[config.mk]
export PLATFORM = sky130hd
export DESIGN_NAME = serializer
export DESIGN_NICKNAME = d
export VERILOG_FILES = /design/src/rtl/ser_pkg.sv /design/src/rtl/serializer.sv
export SDC_FILE = /design/constraint.sdc
export NUM_CORES = 1
export LEC_CHECK = 0
export BUFFER_PORTS_ARGS = -buffer_cell sky130_fd_sc_hd__buf_2
export CAP_MARGIN = 5
export CORE_MARGIN = 10
export CORE_UTILIZATION = 51
export CTS_BUF_LIST = sky130_fd_sc_hd__clkbuf_8
export DETAILED_ROUTE_END_ITERATION = 7
export GPL_TIMING_DRIVEN = 0
export PLACE_DENSITY = 0.86
export SYNTH_ARGS = -nofsm -noshare
export SYNTH_HDL_FRONTEND = slang
export SYNTH_SLANG_ARGS = --single-unit
[constraint.sdc]
create_clock -name clk_i -period 1.8 [get_ports clk_i]
set_input_delay 0.27 -clock clk_i [delete_from_list [all_inputs] [get_ports clk_i]]
set_output_delay 0.27 -clock clk_i [all_outputs]
set_load 0.02 [all_outputs]
[src/rtl/ser_pkg.sv]
// Shared constants, FSM state type and the length-code helper for the serializer.
package ser_pkg;

  localparam int DATA_W  = 16;
  localparam int MOD_W   = $clog2(DATA_W);
  localparam int MIN_LEN = 3;

  typedef enum logic {
    IDLE,
    SHIFT
  } state_t;

  // Length code 0 stands for a full word, so the result needs one extra bit.
  function automatic logic [MOD_W:0] mod2len(input logic [MOD_W-1:0] mod);
    if (mod == '0) return (MOD_W+1)'(DATA_W);
    return {1'b0, mod};
  endfunction

endpackage

[src/rtl/serializer.sv]
// Parallel-to-serial converter: sends the top len bits of a word MSB-first,
// one bit per clock, with a valid strobe and a busy flag for back-pressure.
module serializer
  import ser_pkg::*;
(
  input  logic              clk_i,
  input  logic              srst_i,
  input  logic [DATA_W-1:0] data_i,
  input  logic [MOD_W-1:0]  data_mod_i,
  input  logic              data_val_i,
  output logic              ser_data_o,
  output logic              ser_data_val_o,
  output logic              busy_o
);

  state_t              state_q, state_d;
  logic [DATA_W-1:0]   shreg_q, shreg_d;
  logic [MOD_W-1:0]    cnt_q, cnt_d;
  logic                ser_q, ser_d;
  logic                val_q, val_d;
  logic [MOD_W:0]      len;

  assign len = mod2len(data_mod_i);

  always_ff @(posedge clk_i or posedge srst_i) begin
    if (srst_i) begin
      state_q <= IDLE;
      shreg_q <= '0;
      cnt_q   <= '0;
      ser_q   <= 1'b0;
      val_q   <= 1'b0;
    end else begin
      state_q <= state_d;
      shreg_q <= shreg_d;
      cnt_q   <= cnt_d;
      ser_q   <= ser_d;
      val_q   <= val_d;
    end
  end

  // The output registers are loaded from the next-state values, so the first
  // bit is already on the line in the cycle right after the accept.
  always_comb begin
    state_d = state_q;
    shreg_d = shreg_q;
    cnt_d   = cnt_q;
    ser_d   = 1'b0;
    val_d   = 1'b0;
    case (state_q)
      IDLE: begin
        if (data_val_i && (len >= (MOD_W+1)'(MIN_LEN))) begin
          state_d = SHIFT;
          ser_d   = data_i[DATA_W-1];
          val_d   = 1'b1;
          shreg_d = {data_i[DATA_W-2:0], 1'b0};
          cnt_d   = MOD_W'(len - 1'b1);
        end
      end
      SHIFT: begin
        if (cnt_q == '0) begin
          state_d = IDLE;
          shreg_d = '0;
        end else begin
          ser_d   = shreg_q[DATA_W-1];
          val_d   = 1'b1;
          shreg_d = {shreg_q[DATA_W-2:0], 1'b0};
          cnt_d   = cnt_q - 1'b1;
        end
      end
      default: state_d = IDLE;
    endcase
  end

  assign ser_data_o     = ser_q;
  assign ser_data_val_o = val_q;
  assign busy_o         = val_q;

endmodule

==> results of run 1 <==
-- worst register-to-register path, delay by kind of cell (launching register included) --
family / cells / cell delay [ns]
AO/OA/AOI/OAI: 1 / 0.21
buffers and inverters: 1 / 0.23
multiplexers: 1 / 0.11
flip-flops: 1 / 0.41
AND/OR/NAND/NOR: 1 / 0.59
-- registers in the layout, indices dropped and copies added, names as in the netlist --
name        count
shreg_q        15
cnt_q           4
busy_o          1
ser_data_o      1
-- area by class of cell --
class                   count  area share
multi-input cells          72       0.416
flip-flops and latches     21       0.360
repair buffers             25      0.0855
inverters                  19      0.0488
plain buffers               7      0.0342
clock buffers               3      0.0282
well taps                  28      0.0240
clock inverters             1     0.00342
-- power by group through the flow --
stage	Sequential (uW)	Clock [uW]	Combinational (uW)
floorplan	850	0	946
global placement	855	0	1140
detailed placement	874	0	1200
CTS	866	310	1220
global route	906	335	1360
finish	872	303	1210
-- metrics by stage --
stage	util	cells	hold slack (ns)	setup slack, ns	total power, uW
floorplan	-	119	0.247	0.0876	1800
global placement	0.619	172	0.447	0.0739	2000
detailed placement	0.619	172	0.454	0.00505	2080
CTS	0.640	176	0.175	0.0581	2390
global route	0.643	176	0.206	0.0218	2600
finish	0.643	176	0.145	0.133	2390
-- routing by layer --
| metal | vias to the layer above | part of all wire | GRT usage |
|---|---|---|---|
| met5 | - | 0 | 0 |
| met4 | 0 | 0.0034 | 0.0466 |
| met3 | 2 | 0.045 | 0.0342 |
| met2 | 18 | 0.51 | 0.192 |
| met1 | 459 | 0.44 | 0.122 |
| li1 | 471 | - | - |
-- cells in the final DEF (no fill, tap or decap), types with 2 or more instances in the layout --
master and instances:
sky130_fd_sc_hd__buf_2 26, sky130_fd_sc_hd__dfrtp_1 20, sky130_fd_sc_hd__inv_1 19, sky130_fd_sc_hd__mux2i_1 16
sky130_fd_sc_hd__o21ai_0 15, sky130_fd_sc_hd__mux2_2 14, sky130_fd_sc_hd__xnor2_1 4, sky130_fd_sc_hd__nand2_1 4
sky130_fd_sc_hd__clkbuf_8 3, sky130_fd_sc_hd__clkbuf_1 2, sky130_fd_sc_hd__buf_4 2, sky130_fd_sc_hd__buf_6 2
sky130_fd_sc_hd__o211ai_1 2, sky130_fd_sc_hd__o311a_1 2
-- cells by family (layout without fill, tap and decap cells) --
family / count (synthesis) / in the layout / synth area share
muxes: 31 / 31 / 0.263
AOI/OAI and AO/OA: 26 / 26 / 0.136
buffers and inverters: 26 / 55 / 0.0952
DFF: 21 / 21 / 0.421
and+or+nand+nor: 10 / 10 / 0.0471
xor gates and xnor gates: 4 / 4 / 0.0281
adders and majority gates: 1 / 1 / 0.0100
-- worst max path at each step --
stage | startpoint | to | slack, ns | cells after the start
global route | busy_o | cnt_q[2] | 0.02 | 6
global placement | busy_o | cnt_q[2] | 0.07 | 6
finish | cnt_q[1] | shreg_q[11] | 0.13 | 4
floorplan | busy_o | cnt_q[2] | 0.09 | 6
CTS | busy_o | cnt_q[2] | 0.06 | 6
detailed placement | busy_o | cnt_q[2] | 0.005 | 6
-- repair_timing --
item	CTS	global route
pin swaps	0	0
setup buffers	0	0
gates cloned	0	0
gates resized for setup	1	2
setup endpoints to repair	1	1
==> impl_metrics.prom, run 1 <==
# TYPE chip_impl_metric gauge
chip_impl_metric{name="design.core.area",unit="sq um"} 2280
chip_impl_metric{name="floorplan.initialDensity",unit=""} 0.549
chip_impl_metric{name="number_of_hold_repair_buffers_added_at_the_cts_stage",unit=""} 0
chip_impl_metric{name="drt-wirelength-per-cell",unit="um"} 15.3
chip_impl_info{name="post_synth_main_area_contributors",value="sky130_fd_sc_hd__dfrtp_1 42%, sky130_fd_sc_hd__mux2i_1 14%, sky130_fd_sc_hd__mux2_2 13%"} 1
chip_impl_info{name="start_kind",value="flip-flop"} 1
chip_impl_metric{name="synthCells",unit=""} 119
chip_impl_metric{name="cell_count_of_the_worst_reg_to_reg_path",unit=""} 4
chip_impl_metric{name="drtIter0Drc",unit=""} 91
chip_impl_metric{name="pwr_density_cell",unit="nW/um^2"} 1630
chip_impl_info{name="criticalPathCategory",value="flip-flop to flip-flop"} 1
chip_impl_metric{name="die_height",unit="um"} 69.5
chip_impl_metric{name="report.final.slew_viol_count",unit=""} 0
chip_impl_metric{name="first_pass_grt_wire_length",unit="um"} 4620
chip_impl_metric{name="reg2reg_slack",unit="ns"} 0.13
chip_impl_info{name="synth_top_cells_by_count",value="21 x sky130_fd_sc_hd__dfrtp_1, 19 x sky130_fd_sc_hd__inv_1, 17 x sky130_fd_sc_hd__mux2i_1, 15 x sky130_fd_sc_hd__o21ai_0, 14 x sky130_fd_sc_hd__mux2_2"} 1
chip_impl_metric{name="drt_wl_total",unit="um"} 2690
chip_impl_metric{name="finalInstanceArea",unit="sq um"} 1460
chip_impl_metric{name="worstSkewPairLatency",unit="ns"} 0.25
chip_impl_metric{name="share_comb_of_total_power",unit=""} 0.508
chip_impl_metric{name="switching_share",unit=""} 0.376
chip_impl_metric{name="remaining_drc_errors",unit=""} 0
chip_impl_info{name="crit_path_cell_trace",value="or4b_4 -> clkbuf_1 -> o21ai_0 -> mux2i_1"} 1
chip_impl_metric{name="detailed_place_hpwl",unit="um"} 2070
chip_impl_metric{name="maximum_number_of_pins_on_one_net_before_global_route_repair",unit=""} 22
chip_impl_metric{name="irDropWorstVdd",unit="mV"} 0.963
chip_impl_metric{name="detail-route-antenna-nets",unit=""} 0
chip_impl_metric{name="grt.total_usage",unit=""} 0.111
chip_impl_metric{name="syn2layout_area_growth",unit="%"} 17.1
chip_impl_metric{name="synth_enable_flop_cells",unit=""} 0
chip_impl_metric{name="crit_path_max_incr_delay",unit="ns"} 0.59
chip_impl_metric{name="clock.fmax",unit="MHz"} 600
chip_impl_metric{name="syn-mean-instance-area",unit="sq um"} 10.5
chip_impl_metric{name="finalHoldViolations",unit=""} 0
chip_impl_metric{name="finalWorstPathRequiredPeriod",unit="ns"} 1.67
chip_impl_info{name="clk_root_buffer_cell",value="sky130_fd_sc_hd__clkbuf_8"} 1
chip_impl_metric{name="die_w",unit="um"} 69.5
chip_impl_metric{name="layout-drive-gt1-share",unit=""} 0.351
chip_impl_info{name="synth_largest_area_cell",value="sky130_fd_sc_hd__dfrtp_1"} 1
chip_impl_metric{name="first_global_vias",unit=""} 1050
chip_impl_metric{name="register_area",unit="sq um"} 527
chip_impl_metric{name="synth_seq_area_share",unit=""} 0.421
chip_impl_metric{name="placed_area",unit="sq um"} 1410
chip_impl_metric{name="synth-async-reset-ratio",unit=""} 1.00
chip_impl_metric{name="ys.warnings.count",unit=""} 0
chip_impl_metric{name="antenna_found_initial",unit=""} 0
chip_impl_metric{name="rows",unit=""} 17
chip_impl_metric{name="fillCellCount",unit=""} 179
chip_impl_metric{name="globalRoute.totalOverflow",unit=""} 0
chip_impl_info{name="crit_family",value="simple AND/OR/NAND/NOR gates"} 1
chip_impl_metric{name="power.leakage",unit="uW"} 0.000766
chip_impl_metric{name="layout.nets",unit=""} 173
chip_impl_metric{name="diodes_inserted",unit=""} 0
chip_impl_metric{name="final.setup.tns",unit="ns"} 0
chip_impl_info{name="regToRegStartpoint",value="cnt_q[1]"} 1
chip_impl_metric{name="globalplace.congestion",unit=""} 0.780
chip_impl_metric{name="intPower",unit="uW"} 1490
chip_impl_metric{name="design.die.area",unit="sq um"} 4830
chip_impl_metric{name="cp_data_required_time",unit="ns"} 1.94
chip_impl_metric{name="synth_seq_cells",unit=""} 21
chip_impl_metric{name="port_buffers",unit=""} 25
chip_impl_metric{name="synth_top_area_share",unit=""} 0.421
chip_impl_metric{name="htreeDepth",unit=""} 1
chip_impl_metric{name="worstPathMaxFanout",unit=""} 10
chip_impl_info{name="yosysMostFrequentCell",value="sky130_fd_sc_hd__dfrtp_1"} 1
chip_impl_metric{name="vias_per_cell",unit=""} 5.40
chip_impl_metric{name="cts_max_path_buffers",unit=""} 2
chip_impl_info{name="ys.flop_type",value="sky130_fd_sc_hd__dfrtp_1"} 1
chip_impl_info{name="outcome",value="finished clean"} 1
chip_impl_metric{name="clock-sinks",unit=""} 21
chip_impl_metric{name="power.clock.fraction",unit=""} 0.127
chip_impl_metric{name="clock_edge_transition_at_the_registers_on_the_reported_setup_and_hold_paths",unit="ns"} 0.08
chip_impl_metric{name="vias",unit=""} 950
chip_impl_metric{name="max-slew-margin-rel",unit=""} 0.483
chip_impl_info{name="critPathCaptureType",value="flip-flop"} 1
chip_impl_metric{name="report.final.setup_viol",unit=""} 0
chip_impl_info{name="reg2reg_to",value="shreg_q[11]"} 1
chip_impl_metric{name="seqPwrFrac",unit=""} 0.365
chip_impl_metric{name="arrival_time_worst_endpoint",unit="ns"} 1.80
chip_impl_info{name="setup_repair_after_global_routing_missed_its_margin",value="no"} 1
chip_impl_metric{name="drv_cap",unit=""} 0
chip_impl_metric{name="tightest_slew",unit="ns"} 0.774
chip_impl_metric{name="netlist_area",unit="sq um"} 1250
chip_impl_metric{name="multi_input_comb_area",unit="sq um"} 608
chip_impl_metric{name="dr.pass1.iters",unit=""} 4
chip_impl_metric{name="critical_path.n_buffers_inverters",unit=""} 1
chip_impl_metric{name="cts-buffers-inserted",unit=""} 3
chip_impl_metric{name="layout_worst_path_cycle_share",unit=""} 0.926
chip_impl_info{name="tritoncts",value="done"} 1
chip_impl_metric{name="syn_nets",unit=""} 143
chip_impl_info{name="min_path_type",value="input port to async pin"} 1
chip_impl_metric{name="finClkSkew",unit="ns"} 0.00227
chip_impl_metric{name="num_io_pins",unit=""} 26
chip_impl_metric{name="synth_cell_types",unit=""} 27
chip_impl_metric{name="total_switching_power",unit="uW"} 899
chip_impl_info{name="crit_slowest_cell",value="sky130_fd_sc_hd__or4b_4"} 1
Note: power is estimated with default switching activity, not from simulation.
==> inputs of run 2 (changes only) <==
--- a/config.mk
+++ b/config.mk
@@ -8,11 +8,12 @@
 export BUFFER_PORTS_ARGS = -buffer_cell sky130_fd_sc_hd__buf_2
 export CAP_MARGIN = 5
 export CORE_MARGIN = 10
-export CORE_UTILIZATION = 51
-export CTS_BUF_LIST = sky130_fd_sc_hd__clkbuf_8
+export CORE_UTILIZATION = 50
+export CTS_BUF_LIST = sky130_fd_sc_hd__clkbuf_4
 export DETAILED_ROUTE_END_ITERATION = 7
 export GPL_TIMING_DRIVEN = 0
-export PLACE_DENSITY = 0.86
+export HOLD_SLACK_MARGIN = 0.05
+export PLACE_DENSITY = 0.88
 export SYNTH_ARGS = -nofsm -noshare
 export SYNTH_HDL_FRONTEND = slang
 export SYNTH_SLANG_ARGS = --single-unit
==> constraint.sdc (replaced) <==
create_clock -name clk_i -period 1.4 [get_ports clk_i]
set_input_delay 0.21 -clock clk_i [delete_from_list [all_inputs] [get_ports clk_i]]
set_output_delay 0.21 -clock clk_i [all_outputs]
set_load 0.02 [all_outputs]
==> run 2 against run 1 <==
Compared with the run above: the run now ends with negative setup slack left; largest power group unchanged; routed wire length is 40% higher; sequential share of layout area is 5.3 points lower; highest routed layer unchanged; sequential cell count did not move; sequential power up 31%.
==> impl_metrics.prom, run 2 (same netlist as run 1, synthesis figures left out) <==
# TYPE chip_impl_metric gauge
chip_impl_info{name="tritoncts",value="done"} 1
chip_impl_info{name="min_path_type",value="input port to async pin"} 1
chip_impl_metric{name="dr.pass1.iters",unit=""} 4
chip_impl_metric{name="clock.fmax",unit="MHz"} 630
chip_impl_info{name="layout_commonest_cell",value="sky130_fd_sc_hd__buf_2"} 1
chip_impl_metric{name="cp_data_required_time",unit="ns"} 1.60
chip_impl_metric{name="fillCellCount",unit=""} 170
chip_impl_metric{name="clock-sinks",unit=""} 21
chip_impl_metric{name="crit_path_max_incr_delay",unit="ns"} 0.47
chip_impl_metric{name="drtIter0Drc",unit=""} 86
chip_impl_metric{name="utilization",unit=""} 0.707
chip_impl_metric{name="die_w",unit="um"} 70.0
chip_impl_metric{name="max-slew-margin-rel",unit=""} 0.461
chip_impl_info{name="start_kind",value="flip-flop"} 1
chip_impl_metric{name="post_route_worst_setup_slack",unit="ns"} -0.187
chip_impl_metric{name="drv_cap",unit=""} 0
chip_impl_metric{name="vias",unit=""} 1087
chip_impl_info{name="critPathCaptureType",value="flip-flop"} 1
chip_impl_metric{name="worstPathMaxFanout",unit=""} 7
chip_impl_metric{name="finClkSkew",unit="ns"} 0.0135
chip_impl_metric{name="num_io_pins",unit=""} 26
chip_impl_metric{name="first_pass_grt_wire_length",unit="um"} 5380
chip_impl_metric{name="finalWorstPathRequiredPeriod",unit="ns"} 1.59
chip_impl_metric{name="design.die.area",unit="sq um"} 4900
chip_impl_info{name="clk_root_buffer_cell",value="sky130_fd_sc_hd__clkbuf_4"} 1
chip_impl_info{name="top_regs",value="shreg_q (15), cnt_q (4)"} 1
chip_impl_metric{name="detailed_place_hpwl",unit="um"} 2050
chip_impl_metric{name="placed_area",unit="sq um"} 1440
chip_impl_metric{name="report.final.setup_viol",unit=""} 19
chip_impl_metric{name="globalplace.congestion",unit=""} 0.812
chip_impl_info{name="criticalPathCategory",value="flip-flop to flip-flop"} 1
chip_impl_info{name="setup_repair_after_global_routing_missed_its_margin",value="yes"} 1
chip_impl_metric{name="total_power",unit="uW"} 3850
chip_impl_metric{name="diodes_inserted",unit=""} 0
chip_impl_metric{name="arrival_time_worst_endpoint",unit="ns"} 1.79
chip_impl_metric{name="die_height",unit="um"} 70.0
chip_impl_metric{name="finalInstanceArea",unit="sq um"} 1720
chip_impl_metric{name="drt-wirelength-per-cell",unit="um"} 19.8
chip_impl_metric{name="placed_cells_incl_taps",unit=""} 174
chip_impl_metric{name="maximum_number_of_pins_on_one_net_before_global_route_repair",unit=""} 22
chip_impl_metric{name="vias_per_cell",unit=""} 5.72
chip_impl_metric{name="htreeDepth",unit=""} 1
chip_impl_metric{name="power.leakage",unit="uW"} 0.000870
chip_impl_metric{name="grt.total_usage",unit=""} 0.130
chip_impl_info{name="outcome",value="complete, but fails checks"} 1
chip_impl_info{name="failed_checks",value="negative setup slack"} 1
chip_impl_metric{name="port_buffers",unit=""} 25
chip_impl_metric{name="remaining_drc_errors",unit=""} 0
chip_impl_info{name="crit_path_cell_trace",value="buf_8 -> mux2i_4 -> ha_4 -> xnor2_2 -> o211ai_1 -> o311a_1"} 1
chip_impl_metric{name="antenna_found_initial",unit=""} 0
chip_impl_metric{name="globalRoute.totalOverflow",unit=""} 0
chip_impl_metric{name="finalHoldViolations",unit=""} 0
chip_impl_metric{name="detail-route-antenna-nets",unit=""} 0
chip_impl_metric{name="worstSkewPairLatency",unit="ns"} 0.32
chip_impl_metric{name="design.core.area",unit="sq um"} 2430
chip_impl_metric{name="irDropWorstVdd",unit="mV"} 1.46
chip_impl_metric{name="layout.nets",unit=""} 185
chip_impl_metric{name="worst_hold_slack",unit="ns"} 0.0260
chip_impl_metric{name="number_of_flip_flops_in_the_largest_register",unit=""} 15
chip_impl_metric{name="cts-buffers-inserted",unit=""} 3
chip_impl_info{name="critPathLaunch",value="busy_o"} 1
chip_impl_metric{name="rows",unit=""} 18
chip_impl_metric{name="report.final.slew_viol_count",unit=""} 0
chip_impl_metric{name="cts_max_path_buffers",unit=""} 2
chip_impl_metric{name="clock_edge_transition_at_the_registers_on_the_reported_setup_and_hold_paths",unit="ns"} 0.13
chip_impl_metric{name="drt_wl_total",unit="um"} 3760
chip_impl_metric{name="syn2layout_area_growth",unit="%"} 37.8
chip_impl_metric{name="floorplan.initialDensity",unit=""} 0.513
chip_impl_info{name="commonest_non_fill_non_tap_cells_in_the_layout",value="24 x sky130_fd_sc_hd__buf_2, 19 x sky130_fd_sc_hd__inv_1, 19 x sky130_fd_sc_hd__dfrtp_1"} 1
chip_impl_metric{name="tightest_slew",unit="ns"} 0.807
chip_impl_metric{name="layout_worst_path_cycle_share",unit=""} 1.13
chip_impl_metric{name="layout-drive-gt1-share",unit=""} 0.494
chip_impl_info{name="regToRegStartpoint",value="busy_o"} 1
chip_impl_info{name="registers.top_by_ff_count",value="shreg_q"} 1
chip_impl_metric{name="first_global_vias",unit=""} 1105
chip_impl_metric{name="non_filler_cells_final",unit=""} 190
chip_impl_info{name="crit_slowest_cell",value="sky130_fd_sc_hd__dfrtp_2"} 1
chip_impl_metric{name="pwr_density_cell",unit="nW/um^2"} 2240
run 2: final timing paths:
check,end,slack [ns],depth (start not counted)
worst max-delay path,cnt_q[2],-0.19,6
worst min-delay path,shreg_q[10],0.03,2
worst max register to register,cnt_q[2],-0.19,6
worst min register to register,shreg_q[6],0.54,2
max in group asynchronous,busy_o,0.81,2
min in group clk_i,ser_data_o,0.11,2
run 2: area by class of cell:
type	count	area (sq um)	share of cell area
timing repair buffer	37	272	0.158
clock buffer	3	22.5	0.0131
inverter	19	71.3	0.0415
clock inverter	1	5.00	0.00291
buffer	7	80.1	0.0465
multi-input combinational	72	704	0.409
tap	30	37.5	0.0218
sequential	21	528	0.307
run 2: routing by layer:
layer | wire length [um] | GRT usage | vias up | share of wire
met2 | 1950 | 0.234 | 43 | 0.52
met1 | 1470 | 0.144 | 535 | 0.39
met3 | 183 | 0.0254 | 12 | 0.049
li1 | - | - | 497 | -
met4 | 150 | 0.0526 | 0 | 0.040
met5 | 0 | 0 | - | 0
run 2: per-stage QoR:
step           setup slack (ns)  setup TNS, ns
2_1_floorplan            -0.120         -0.662
3_3_place_gp             -0.138          -1.10
3_5_place_dp             -0.193          -1.44
4_1_cts                 -0.0892          -1.04
5_1_grt                  -0.237          -3.39
6_report                 -0.187          -2.18
run 2: power breakdown:
group / switching [uW] / internal (uW)
combinational: 1120 / 1280
clock: 205 / 107
sequential: 227 / 912
total: 1550 / 2300
run 2: worst max-delay path, delay by kind of cell, from the launching register on:
kind	cells	cell delay, ns
muxes	1	0.29
AOI/OAI and AO/OA	2	0.27
buffers and inverters	1	0.16
xor gates and xnor gates	1	0.10
DFF	1	0.47
adders and majority gates	1	0.19
run 2: timing repair:
item,in CTS,in global routing
setup buffers,10,0
hold buffers,0,0
endpoints found under the hold margin,0,0
gates resized for setup,12,18
gates cloned,0,2
setup endpoints to repair,16,20
pin swaps,3,3
==> inputs of run 3 (changes only) <==
--- a/config.mk
+++ b/config.mk
@@ -6,7 +6,7 @@
 export NUM_CORES = 1
 export LEC_CHECK = 0
 export BUFFER_PORTS_ARGS = -buffer_cell sky130_fd_sc_hd__buf_2
-export CAP_MARGIN = 5
+export CAP_MARGIN = 25
 export CORE_MARGIN = 10
 export CORE_UTILIZATION = 50
 export CTS_BUF_LIST = sky130_fd_sc_hd__clkbuf_4
@@ -17,3 +17,4 @@
 export SYNTH_ARGS = -nofsm -noshare
 export SYNTH_HDL_FRONTEND = slang
 export SYNTH_SLANG_ARGS = --single-unit
+export TNS_END_PERCENT = 30
==> run 3 against run 2 <==
Compared with the run above: the run still ends with negative setup slack left; sequential cell count unchanged; critical path type unchanged; highest routed layer unchanged; combinational power down 8%; via count down 3.9%; worst setup slack better by 0.066 ns; cell area down 3.9%; register-to-register slack better by 0.07 ns; clock power up 6%; clock-buffer cell count up 1.
==> impl_metrics.prom, run 3 (same netlist as run 1, synthesis figures left out) <==
# TYPE chip_impl_metric gauge
chip_impl_info{name="outcome",value="complete, but fails checks"} 1
chip_impl_info{name="failed_checks",value="negative setup slack"} 1
chip_impl_metric{name="layout-drive-gt1-share",unit=""} 0.475
chip_impl_metric{name="irDropWorstVdd",unit="mV"} 1.26
chip_impl_metric{name="layout_worst_path_cycle_share",unit=""} 1.09
chip_impl_metric{name="finalHoldViolations",unit=""} 0
chip_impl_metric{name="die_height",unit="um"} 70.0
chip_impl_metric{name="post_route_worst_setup_slack",unit="ns"} -0.121
chip_impl_metric{name="cts-buffers-inserted",unit=""} 3
chip_impl_metric{name="grt.total_usage",unit=""} 0.131
chip_impl_metric{name="die_w",unit="um"} 70.0
chip_impl_metric{name="final.setup.tns",unit="ns"} -1.33
chip_impl_metric{name="dr.pass1.iters",unit=""} 4
chip_impl_info{name="critPathLaunch",value="cnt_q[1]"} 1
chip_impl_metric{name="floorplan.initialDensity",unit=""} 0.513
chip_impl_metric{name="diodes_inserted",unit=""} 0
chip_impl_metric{name="finalInstanceArea",unit="sq um"} 1650
chip_impl_info{name="setup_repair_after_global_routing_missed_its_margin",value="yes"} 1
chip_impl_info{name="registers.top_by_ff_count",value="shreg_q"} 1
chip_impl_metric{name="design.core.area",unit="sq um"} 2430
chip_impl_metric{name="port_buffers",unit=""} 25
chip_impl_info{name="top_regs",value="shreg_q (15), cnt_q (4)"} 1
chip_impl_metric{name="clock-sinks",unit=""} 21
chip_impl_metric{name="report.final.slew_viol_count",unit=""} 0
chip_impl_metric{name="tightest_slew",unit="ns"} 0.795
chip_impl_metric{name="first_pass_grt_wire_length",unit="um"} 5240
chip_impl_info{name="worst_hold_startpoint",value="data_i[15]"} 1
chip_impl_metric{name="number_of_flip_flops_in_the_largest_register",unit=""} 15
chip_impl_metric{name="finClkSkew",unit="ns"} 0.00384
chip_impl_info{name="critPathCaptureType",value="flip-flop"} 1
chip_impl_metric{name="detailed_place_hpwl",unit="um"} 2080
chip_impl_metric{name="drt-wirelength-per-cell",unit="um"} 17.0
chip_impl_metric{name="design.die.area",unit="sq um"} 4900
chip_impl_metric{name="pwr_density_cell",unit="nW/um^2"} 2200
chip_impl_metric{name="worst_hold_slack",unit="ns"} 0.105
chip_impl_metric{name="clock.fmax",unit="MHz"} 658
chip_impl_info{name="layout_commonest_cell",value="sky130_fd_sc_hd__buf_2"} 1
chip_impl_metric{name="htreeDepth",unit=""} 1
chip_impl_metric{name="cts_max_path_buffers",unit=""} 2
chip_impl_metric{name="syn2layout_area_growth",unit="%"} 32.4
chip_impl_metric{name="first_global_vias",unit=""} 1113
chip_impl_metric{name="drv_cap",unit=""} 0
chip_impl_info{name="regToRegStartpoint",value="cnt_q[1]"} 1
chip_impl_metric{name="report.final.setup_viol",unit=""} 18
chip_impl_metric{name="layout.nets",unit=""} 185
chip_impl_metric{name="antenna_found_initial",unit=""} 0
chip_impl_metric{name="vias",unit=""} 1045
chip_impl_metric{name="finalWorstPathRequiredPeriod",unit="ns"} 1.52
chip_impl_metric{name="fillCellCount",unit=""} 177
chip_impl_info{name="min_path_type",value="input port to flip-flop"} 1
chip_impl_info{name="criticalPathCategory",value="flip-flop to flip-flop"} 1
chip_impl_metric{name="arrival_time_worst_endpoint",unit="ns"} 1.73
chip_impl_metric{name="drt_wl_total",unit="um"} 3220
chip_impl_metric{name="power.leakage",unit="uW"} 0.000847
chip_impl_metric{name="cp_data_required_time",unit="ns"} 1.61
chip_impl_metric{name="globalRoute.totalOverflow",unit=""} 0
chip_impl_metric{name="max-slew-margin-rel",unit=""} 0.469
chip_impl_metric{name="clock_edge_transition_at_the_registers_on_the_reported_setup_and_hold_paths",unit="ns"} 0.12
chip_impl_info{name="clk_root_buffer_cell",value="sky130_fd_sc_hd__clkbuf_4"} 1
chip_impl_metric{name="worstSkewPairLatency",unit="ns"} 0.32
chip_impl_metric{name="total_power",unit="uW"} 3640
chip_impl_metric{name="drtIter0Drc",unit=""} 60
chip_impl_info{name="commonest_non_fill_non_tap_cells_in_the_layout",value="25 x sky130_fd_sc_hd__buf_2, 20 x sky130_fd_sc_hd__dfrtp_1, 19 x sky130_fd_sc_hd__inv_1"} 1
chip_impl_metric{name="detail-route-antenna-nets",unit=""} 0
chip_impl_info{name="start_kind",value="flip-flop"} 1
chip_impl_metric{name="maximum_number_of_pins_on_one_net_before_global_route_repair",unit=""} 22
chip_impl_metric{name="vias_per_cell",unit=""} 5.50
chip_impl_metric{name="rows",unit=""} 18
chip_impl_info{name="tritoncts",value="done"} 1
chip_impl_metric{name="remaining_drc_errors",unit=""} 0
chip_impl_metric{name="num_io_pins",unit=""} 26
chip_impl_metric{name="worstPathMaxFanout",unit=""} 7
chip_impl_metric{name="globalplace.congestion",unit=""} 0.810
chip_impl_metric{name="placed_area",unit="sq um"} 1440
run 3: cell count changes in the layout (fill, tap and decap cells not counted), sizes merged:
cell / previous run / this run
clkinv: 1 / 0
buf: 41 / 42
clkbuf: 6 / 5
dlygate4sd3: 0 / 1
run 3: cell type report:
class	count	area [sq um]	area share
Clock buffer	4	30.0	0.0182
Tap cell	30	37.5	0.0227
Buffer	7	77.6	0.0469
Timing Repair Buffer	37	235	0.142
Inverter	19	71.3	0.0431
Sequential cell	21	527	0.319
Multi-Input combinational cell	72	674	0.408
run 3: where the power goes:
part | switching [uW] | internal [uW] | total [uW]
clock | 200 | 131 | 331
sequential | 202 | 909 | 1110
combinational | 1010 | 1190 | 2200
total | 1410 | 2230 | 3640
run 3: routing by layer:
metal / GRT usage / wire length [um] / vias to the layer above
met5: 0 / 0 / -
met4: 0.0855 / 114 / 0
met3: 0.0212 / 145 / 9
met2: 0.219 / 1660 / 37
met1: 0.150 / 1310 / 500
li1: - / - / 499
run 3: final timing paths:
path	end	slack (ns)	depth (start not counted)
worst max register to register	shreg_q[12]	-0.12	4
max in group asynchronous	busy_o	0.28	3
worst min-delay path	ser_data_o	0.10	2
min in group asynchronous	shreg_q[8]	0.57	3
worst min register to register	shreg_q[8]	0.53	2
worst max-delay path	shreg_q[12]	-0.12	4
run 3: stage by stage:
step | worst slack (ns) | util | instances
after global routing | -0.180 | 0.680 | 190
after detailed placement | -0.196 | 0.592 | 174
after floorplan | -0.120 | - | 119
after global placement | -0.138 | 0.592 | 174
final | -0.121 | 0.680 | 190
after CTS | -0.0782 | 0.662 | 190
run 3: worst max-delay path, stage by stage (launching register included):
cell	delay, ns
sky130_fd_sc_hd__dfrtp_1	0.42
sky130_fd_sc_hd__or4b_4	0.61
sky130_fd_sc_hd__buf_8	0.17
sky130_fd_sc_hd__o21ai_2	0.11
sky130_fd_sc_hd__mux2i_1	0.10
run 3: timing repair:
| item | CTS | global route |
|---|---|---|
| gates resized for setup | 19 | 13 |
| endpoints found under the setup margin | 15 | 22 |
| pin swaps | 3 | 4 |
| buffers inserted | 10 | 0 |
| hold buffers | 1 | 0 |
| gates cloned | 1 | 0 |
| hold endpoints to repair | 6 | 0 |
